File: src/rtl/serial_subtractor4.sv
// Bit-serial subtractor: diff = a - b - bin, processed LSB first, one bit per clock.
// Operands are captured on a start/done handshake; results hold until the next DONE.
module serial_subtractor4 #(
    parameter int WIDTH = 4
) (
    input  logic             clk,
    input  logic             rst,
    input  logic             start,
    input  logic [WIDTH-1:0] a,
    input  logic [WIDTH-1:0] b,
    input  logic             bin,
    output logic             busy,
    output logic             done,
    output logic [WIDTH-1:0] diff,
    output logic             borrow,
    output logic             ovf
);

    localparam int             CW   = (WIDTH > 1) ? $clog2(WIDTH) : 1;
    localparam logic [CW-1:0]  LAST = CW'(WIDTH - 1);
    localparam int             MSB  = WIDTH - 1;

    typedef enum logic [1:0] {
        IDLE  = 2'd0,
        SHIFT = 2'd1,
        DONE  = 2'd2
    } state_t;

    state_t            r_state;
    state_t            w_state_nxt;

    logic [WIDTH-1:0]  r_a;
    logic [WIDTH-1:0]  r_b;
    logic [WIDTH-1:1]  r_sh;
    logic              r_br;
    logic [CW-1:0]     r_cnt;
    logic [WIDTH-1:0]  r_diff;
    logic              r_borrow;
    logic              r_ovf;

    logic              w_accept;
    logic              w_last;
    logic              w_abit;
    logic              w_bbit;
    logic              w_dbit;
    logic              w_br_nxt;
    logic [WIDTH-1:0]  w_result;

    // A new operation may start from IDLE or directly out of the DONE cycle.
    assign w_accept = start && ((r_state == IDLE) || (r_state == DONE));
    assign w_last   = (r_cnt == LAST);

    assign w_abit   = r_a[r_cnt];
    assign w_bbit   = r_b[r_cnt];
    assign w_dbit   = w_abit ^ w_bbit ^ r_br;
    assign w_br_nxt = (~w_abit & w_bbit) | (~(w_abit ^ w_bbit) & r_br);

    // The LSB that would fall out of the right-shifting result register is never
    // needed, so only the upper WIDTH-1 bits are stored.
    assign w_result = {w_dbit, r_sh};

    // NOTE: sequential state uses non-blocking (<=) so every register samples
    // pre-edge values; blocking (=) here would create order-dependent races.
    always_ff @(posedge clk) begin
        if (rst) begin
            r_state <= IDLE;
        end else begin
            r_state <= w_state_nxt;
        end
    end

    // NOTE: the default assignment first means every path drives w_state_nxt,
    // so no latch is inferred even if a case arm forgets to assign it.
    always_comb begin
        w_state_nxt = r_state;
        case (r_state)
            IDLE:    if (start)  w_state_nxt = SHIFT;
            SHIFT:   if (w_last) w_state_nxt = DONE;
            DONE:    w_state_nxt = start ? SHIFT : IDLE;
            default: w_state_nxt = IDLE;
        endcase
    end

    always_ff @(posedge clk) begin
        if (rst) begin
            r_a      <= '0;
            r_b      <= '0;
            r_sh     <= '0;
            r_br     <= 1'b0;
            r_cnt    <= '0;
            r_diff   <= '0;
            r_borrow <= 1'b0;
            r_ovf    <= 1'b0;
        end else if (w_accept) begin
            r_a   <= a;
            r_b   <= b;
            r_br  <= bin;
            r_sh  <= '0;
            r_cnt <= '0;
        end else if (r_state == SHIFT) begin
            r_sh  <= w_result[WIDTH-1:1];
            r_br  <= w_br_nxt;
            r_cnt <= r_cnt + CW'(1);
            if (w_last) begin
                r_diff   <= w_result;
                r_borrow <= w_br_nxt;
                r_ovf    <= (r_a[MSB] != r_b[MSB]) && (w_result[MSB] != r_a[MSB]);
            end
        end
    end

    assign busy   = (r_state == SHIFT);
    assign done   = (r_state == DONE);
    assign diff   = r_diff;
    assign borrow = r_borrow;
    assign ovf    = r_ovf;

endmodule

File: config.mk
export PLATFORM = sky130hd
export DESIGN_NAME = serial_subtractor4
export DESIGN_NICKNAME = d
export VERILOG_FILES = /design/src/rtl/serial_subtractor4.sv
export SDC_FILE = /design/constraint.sdc
export NUM_CORES = 1
export LEC_CHECK = 0
export BUFFER_PORTS_ARGS = -buffer_cell sky130_fd_sc_hd__buf_4
export CAP_MARGIN = 20
export CORE_UTILIZATION = 40
export CTS_CLUSTER_DIAMETER = 120
export CTS_CLUSTER_SIZE = 16
export DETAILED_ROUTE_END_ITERATION = 12
export GPL_TIMING_DRIVEN = 0
export HOLD_SLACK_MARGIN = 0.02
export SKIP_CTS_REPAIR_TIMING = 1
export SLEW_MARGIN = 20
export SYNTH_ARGS = -nofsm -noshare
export SYNTH_HDL_FRONTEND = slang
export SYNTH_SLANG_ARGS = --single-unit
export TNS_END_PERCENT = 20
File: constraint.sdc
create_clock -name clk -period 5.6 [get_ports clk]
set_input_delay 0.84 -clock clk [delete_from_list [all_inputs] [get_ports clk]]
set_output_delay 0.84 -clock clk [all_outputs]
set_load 0.005 [all_outputs]
==> results of run 1 <==
-- final cells by class --
cell class	count	area (sq um)	share of cell area (%)
buffer	6	37.5	3.37
multi-input combinational	68	437	39.2
clock buffer	3	22.5	2.02
inverter	2	7.51	0.673
tap	28	35.0	3.14
timing repair buffer	18	135	12.1
sequential	22	440	39.5
-- synth_stat cells, drive strengths merged --
cell type	number	area share (%)
mux4	2	4.9
a21oi	15	8.1
nand3	3	1.6
inv	2	0.81
nand2b	3	2.0
dfxtp	22	48
a2111oi	1	3.0
and2b	1	1.1
xnor2	1	0.95
nand2	19	7.7
ha	1	1.4
mux2i	5	5.4
nor2	9	3.7
nand3b	2	1.6
fa	1	2.2
nor3	1	0.54
buf	6	4.1
nor2b	2	1.4
a211oi	1	0.81
a311oi	1	0.95
-- worst min path at each step --
stage,from,to,slack [ps],depth (start not counted)
after floorplan,r_a[2],r_a[2],430,2
after global placement,r_a[2],r_a[2],440,2
after detailed placement,r_b[2],r_b[2],450,2
after CTS,r_b[2],r_b[2],460,2
after global routing,r_a[2],r_a[2],490,2
final,r_b[2],r_b[2],460,2
-- power by group through the flow --
stage,combinational [mW],sequential [mW],clock [mW]
after global placement,0.0427,0.171,0
after global routing,0.0481,0.168,0.0786
final,0.0427,0.167,0.0690
after floorplan,0.0308,0.169,0
after detailed placement,0.0432,0.171,0
after CTS,0.0437,0.167,0.0719
-- metal layers --
metal  vias to the layer above  part of all wire (%)  GRT usage (%)
met5                         -                     0              0
met3                         2                   2.2           2.78
li1                        374                     -              -
met1                       325                    51           21.3
met4                         0                  0.71           7.14
met2                         9                    46           24.2
-- critical path, delay by kind of cell (launching register included) --
kind / cells / cell delay, ps
compound gates: 2 / 290
mux: 1 / 570
flops: 1 / 470
fa+ha+maj: 1 / 570
simple gates: 1 / 130
-- registers in the layout (all words and copies together), names as in the netlist --
| signal | cells |
|---|---|
| r_state | 2 |
| r_a | 4 |
| diff | 4 |
| borrow | 1 |
| ovf | 1 |
| r_cnt | 2 |
| r_sh | 3 |
| r_br | 1 |
| r_b | 4 |
-- stage by stage --
stage	hold slack [ps]	total power, mW
CTS	464	0.283
detailed placement	447	0.214
global route	487	0.295
finish	463	0.279
floorplan	433	0.200
global placement	443	0.213
-- kinds of logic (layout without fill, tap and decap cells) --
logic type | count (synthesis) | after routing
buffers and inverters | 8 | 29
AND/OR/NAND/NOR | 40 | 40
flip-flops | 22 | 22
multiplexers | 7 | 7
AO/OA/AOI/OAI | 18 | 18
adder cells (fa/ha/maj) | 2 | 2
XOR/XNOR | 1 | 1
==> flow_summary.toml, run 1 <==
[logic_synthesis]
synth_cells = 98
avgSynthCellArea_sq_um = 9.41
synth.cell_area_sq_um = 922
synth_cell_type_count = 23
synth_top_family_by_area = "simple AND/OR/NAND/NOR gates"
synth_fa_ha_area_share_pct = 3.53
synth_nets = 112
yosysSeqAreaShare_pct = 47.8
synth-compound-area-share_pct = 12.9
synthSimpleGateAreaFrac_pct = 19.7
ys_ff_latch = 22
muxShareOfSynthArea_pct = 10.3
ys.warnings.count = 0
synth-xor-area-share_pct = 0.950

[sta]
hold_viol_final = 0
post-route-period-util_pct = 37.4
drv_slew = 0
worst_pin_slew_ps = 464
clock_skew_ps = 1.43
finalSetupViolations = 0
fmaxAchievable_mhz = 477
slew_headroom_pct = 69.1
fin_ws_ps = 3510
grt_setup_unrepaired = "no"
period_minus_slack_ps = 2090
tns_ps = 0

[route]
first_iter_violations = 11
wire_per_inst_microns = 11.5
viasPerCell = 4.83
ant_nets = 0
via_count = 710
drt_wl_total_mm = 1.68
first_pass_iters = 4
drcViolationCount = 0

[global_routing]
grt_max_degree = 12
antenna_found_initial = 0
grt_overflow = 0
grt_pass1_vias = 659
grt_usage_pct = 15.8
grt_pass1_wl_mm = 2.92

[setup_path]
cp-endpoint = "ovf"
crit_chain = "mux4_2 > fa_1 > nor2_1 > a21oi_1 > a211oi_1"
r2r_start = "r_cnt[0]"
cp.required_ps = 5820
cp.arrival_ps = 2320
r2r_cells = 5
endpoint_kind = "flop"
crit_start = "r_cnt[0]"
cpMaxStageDelayCell = "mux4_2"
worstPathMaxFanout = 4
worstSetupStartpointType = "flop"
timing.rr.end = "ovf"
critPathMaxStageDelay_ps = 570
critPathKind = "flop to flop"
r2r_slack_ps = 3510

[run]
maxCapViolations = 0

[clock_network]
cts_tree = "built"
clk_pin_slew_ps = 110
cts_buffer_depth = 2
cts_max_level = 1
ctsRootBufferMaster = "clkbuf_4"
cts_buffers = 3
clock_sinks = 22
clock_latency_ps = 290

[power_and_ir_drop]
p_sw_mw = 0.0698
cellPowerDensity_nw_per_um2 = 250
internal-power_mw = 0.209
power_frac_clock_pct = 24.7
combPwrFrac_pct = 15.3
seqPwrFrac_pct = 59.9
ir_worst_vdd_mv = 0.128
power_leakage_nw = 0.448
p_sw_share_pct = 25.0

[final_layout]
diodes = 0
utilization_pct = 50.9
area_delta_synth_final_pct = 20.9
layout-drive-gt1-share_pct = 25.2
design_area_sq_um = 1110
final_common_cell = "dfxtp_1"
fin_cells = 147
fin_nets = 135
final_cell_mix = "dfxtp_1 (22), nand2_1 (19), buf_4 (19)"
nFillCells = 211

[floorplan]
die_area_sq_um = 2500
core_area_sq_um = 2190
row_count = 17
io_pins = 20
die_height_microns = 50.0
initial_utilization_pct = 42.1
dieWidth_microns = 50.0

[placement]
place_congestion = 0.704
post-place-ws_ps = 3510
dp_cells = 144
post_dp_cell_area_sq_um = 1090
dp_hpwl_mm = 1.24
port_buffers = 18

[min_path]
hp-class = "flop to flop"

[run_status]
status = "complete, no violations"
Note: power is estimated with default switching activity, not from simulation.
==> inputs of run 2 (changes only) <==
==> constraint.sdc (replaced) <==
create_clock -name clk -period 2.2 [get_ports clk]
set_input_delay 0.33 -clock clk [delete_from_list [all_inputs] [get_ports clk]]
set_output_delay 0.33 -clock clk [all_outputs]
set_load 0.005 [all_outputs]
==> run 2 against run 1 <==
Net effect:
- die area did not move
- register-to-register slack got worse by 3300 ps
- clock power rose to 2.6 times the previous value
- highest routed layer unchanged
==> flow_summary.toml, run 2 (same netlist as run 1, synthesis figures left out) <==
[final_layout]
fin_nets = 135
layout-drive-gt1-share_pct = 26.1
diodes = 0
final_cell_mix = "dfxtp_1 (21), nand2_1 (19), buf_4 (19)"
nFillCells = 212
final_common_cell = "dfxtp_1"
ff_latch_area_sq_um = 442
design_area_sq_um = 1120
utilization_pct = 50.9
area_delta_synth_final_pct = 21.0
multi_input_area_sq_um = 437

[run]
maxCapViolations = 0

[placement]
place_congestion = 0.704
port_buffers = 18
post-place-ws_ps = 109
post_dp_cell_area_sq_um = 1090
dp_hpwl_mm = 1.24

[setup_path]
r2r_slack_ps = 190
critPathMaxStageDelay_ps = 570
cpMaxStageDelayCell = "fa_1"
cp.required_ps = 2420
cp-endpoint = "ovf"
r2r_cells = 5
endpoint_kind = "flop"
crit_chain = "mux4_2 > fa_1 > nor2_1 > a21oi_1 > a211oi_1"
critPathKind = "flop to flop"
crit_start = "r_cnt[0]"
cp.arrival_ps = 2230
timing.rr.end = "ovf"
worstSetupStartpointType = "flop"
worstPathMaxFanout = 4
r2r_start = "r_cnt[0]"

[route]
ant_nets = 0
via_count = 710
first_pass_iters = 4
drcViolationCount = 0
wire_per_inst_microns = 11.5
first_iter_violations = 11
viasPerCell = 4.83
drt_wl_total_mm = 1.68

[clock_network]
clk_pin_slew_ps = 110
clock_latency_ps = 290
ctsRootBufferMaster = "clkbuf_4"
cts_max_level = 1
cts_buffer_depth = 2
cts_tree = "built"
cts_buffers = 3
clock_sinks = 22

[power_and_ir_drop]
ir_worst_vdd_mv = 0.325
totalPowerFinal_mw = 0.710
cellPowerDensity_nw_per_um2 = 636
power_leakage_nw = 0.448

[global_routing]
antenna_found_initial = 0
grt_usage_pct = 15.8
grt_overflow = 0
grt_pass1_wl_mm = 2.92
grt_max_degree = 12
grt_pass1_vias = 659

[sta]
fin_ws_ps = 186
fmaxAchievable_mhz = 497
clock_skew_ps = 1.43
period_minus_slack_ps = 2010
drv_slew = 0
tns_ps = 0
hold_viol_final = 0
finalSetupViolations = 0
worst_pin_slew_ps = 465
post-route-period-util_pct = 91.5
slew_headroom_pct = 69.0
grt_setup_unrepaired = "no"

[floorplan]
row_count = 17
io_pins = 20
die_height_microns = 50.0
initial_utilization_pct = 42.1
core_area_sq_um = 2190
die_area_sq_um = 2500
dieWidth_microns = 50.0

[min_path]
hp-class = "input port to flop"

[run_status]
status = "complete, no violations"
run 2: cell count changes in the layout (fill, tap and decap cells not counted):
cell / before / now
dfxtp_2: 0 / 1
dfxtp_1: 22 / 21
run 2: layout make-up:
type / instances / area share, %
Buffer: 6 / 3.36
Tap cell: 28 / 3.14
Multi-Input combinational cell: 68 / 39.1
Clock buffer: 3 / 2.02
Inverter: 2 / 0.673
Timing Repair Buffer: 18 / 12.1
Sequential cell: 22 / 39.6
run 2: worst max-delay path: cells and delay by family (launching register included):
kind | cells | cell delay [ps]
AOI/OAI and AO/OA | 2 | 290
adders and majority gates | 1 | 570
and+or+nand+nor | 1 | 130
muxes | 1 | 540
DFF | 1 | 410
run 2: how the worst min path moves through the flow:
| stage | startpoint | end | slack (ps) | cells after the start |
|---|---|---|---|---|
| after floorplan | r_a[2] | r_a[2] | 430 | 2 |
| after global placement | r_a[2] | r_a[2] | 440 | 2 |
| after detailed placement | r_b[2] | r_b[2] | 450 | 2 |
| after CTS | a[0] | r_a[0] | 260 | 3 |
| after global routing | a[2] | r_a[2] | 260 | 3 |
| final | a[0] | r_a[0] | 270 | 3 |
run 2: per-stage QoR:
stage / hold WS [ps] / std cells
after CTS: 258 / 147
after global placement: 443 / 144
after floorplan: 433 / 98
after global routing: 260 / 147
final: 267 / 147
after detailed placement: 447 / 144
run 2: routing by layer:
metal	share of wire, %	track usage [%]	wire (microns)	vias to the layer above
met5	0	0	0	-
li1	-	-	-	374
met2	46	24.2	773	9
met1	51	21.3	860	325
met4	0.71	7.14	12	0
met3	2.2	2.78	37	2
run 2: power by group:
part / total [mW] / leakage, nW / internal (mW) / switching (mW)
logic: 0.109 / 0.255 / 0.0548 / 0.0540
registers: 0.426 / 0.180 / 0.414 / 0.0117
clock network: 0.176 / 0.0138 / 0.0637 / 0.112
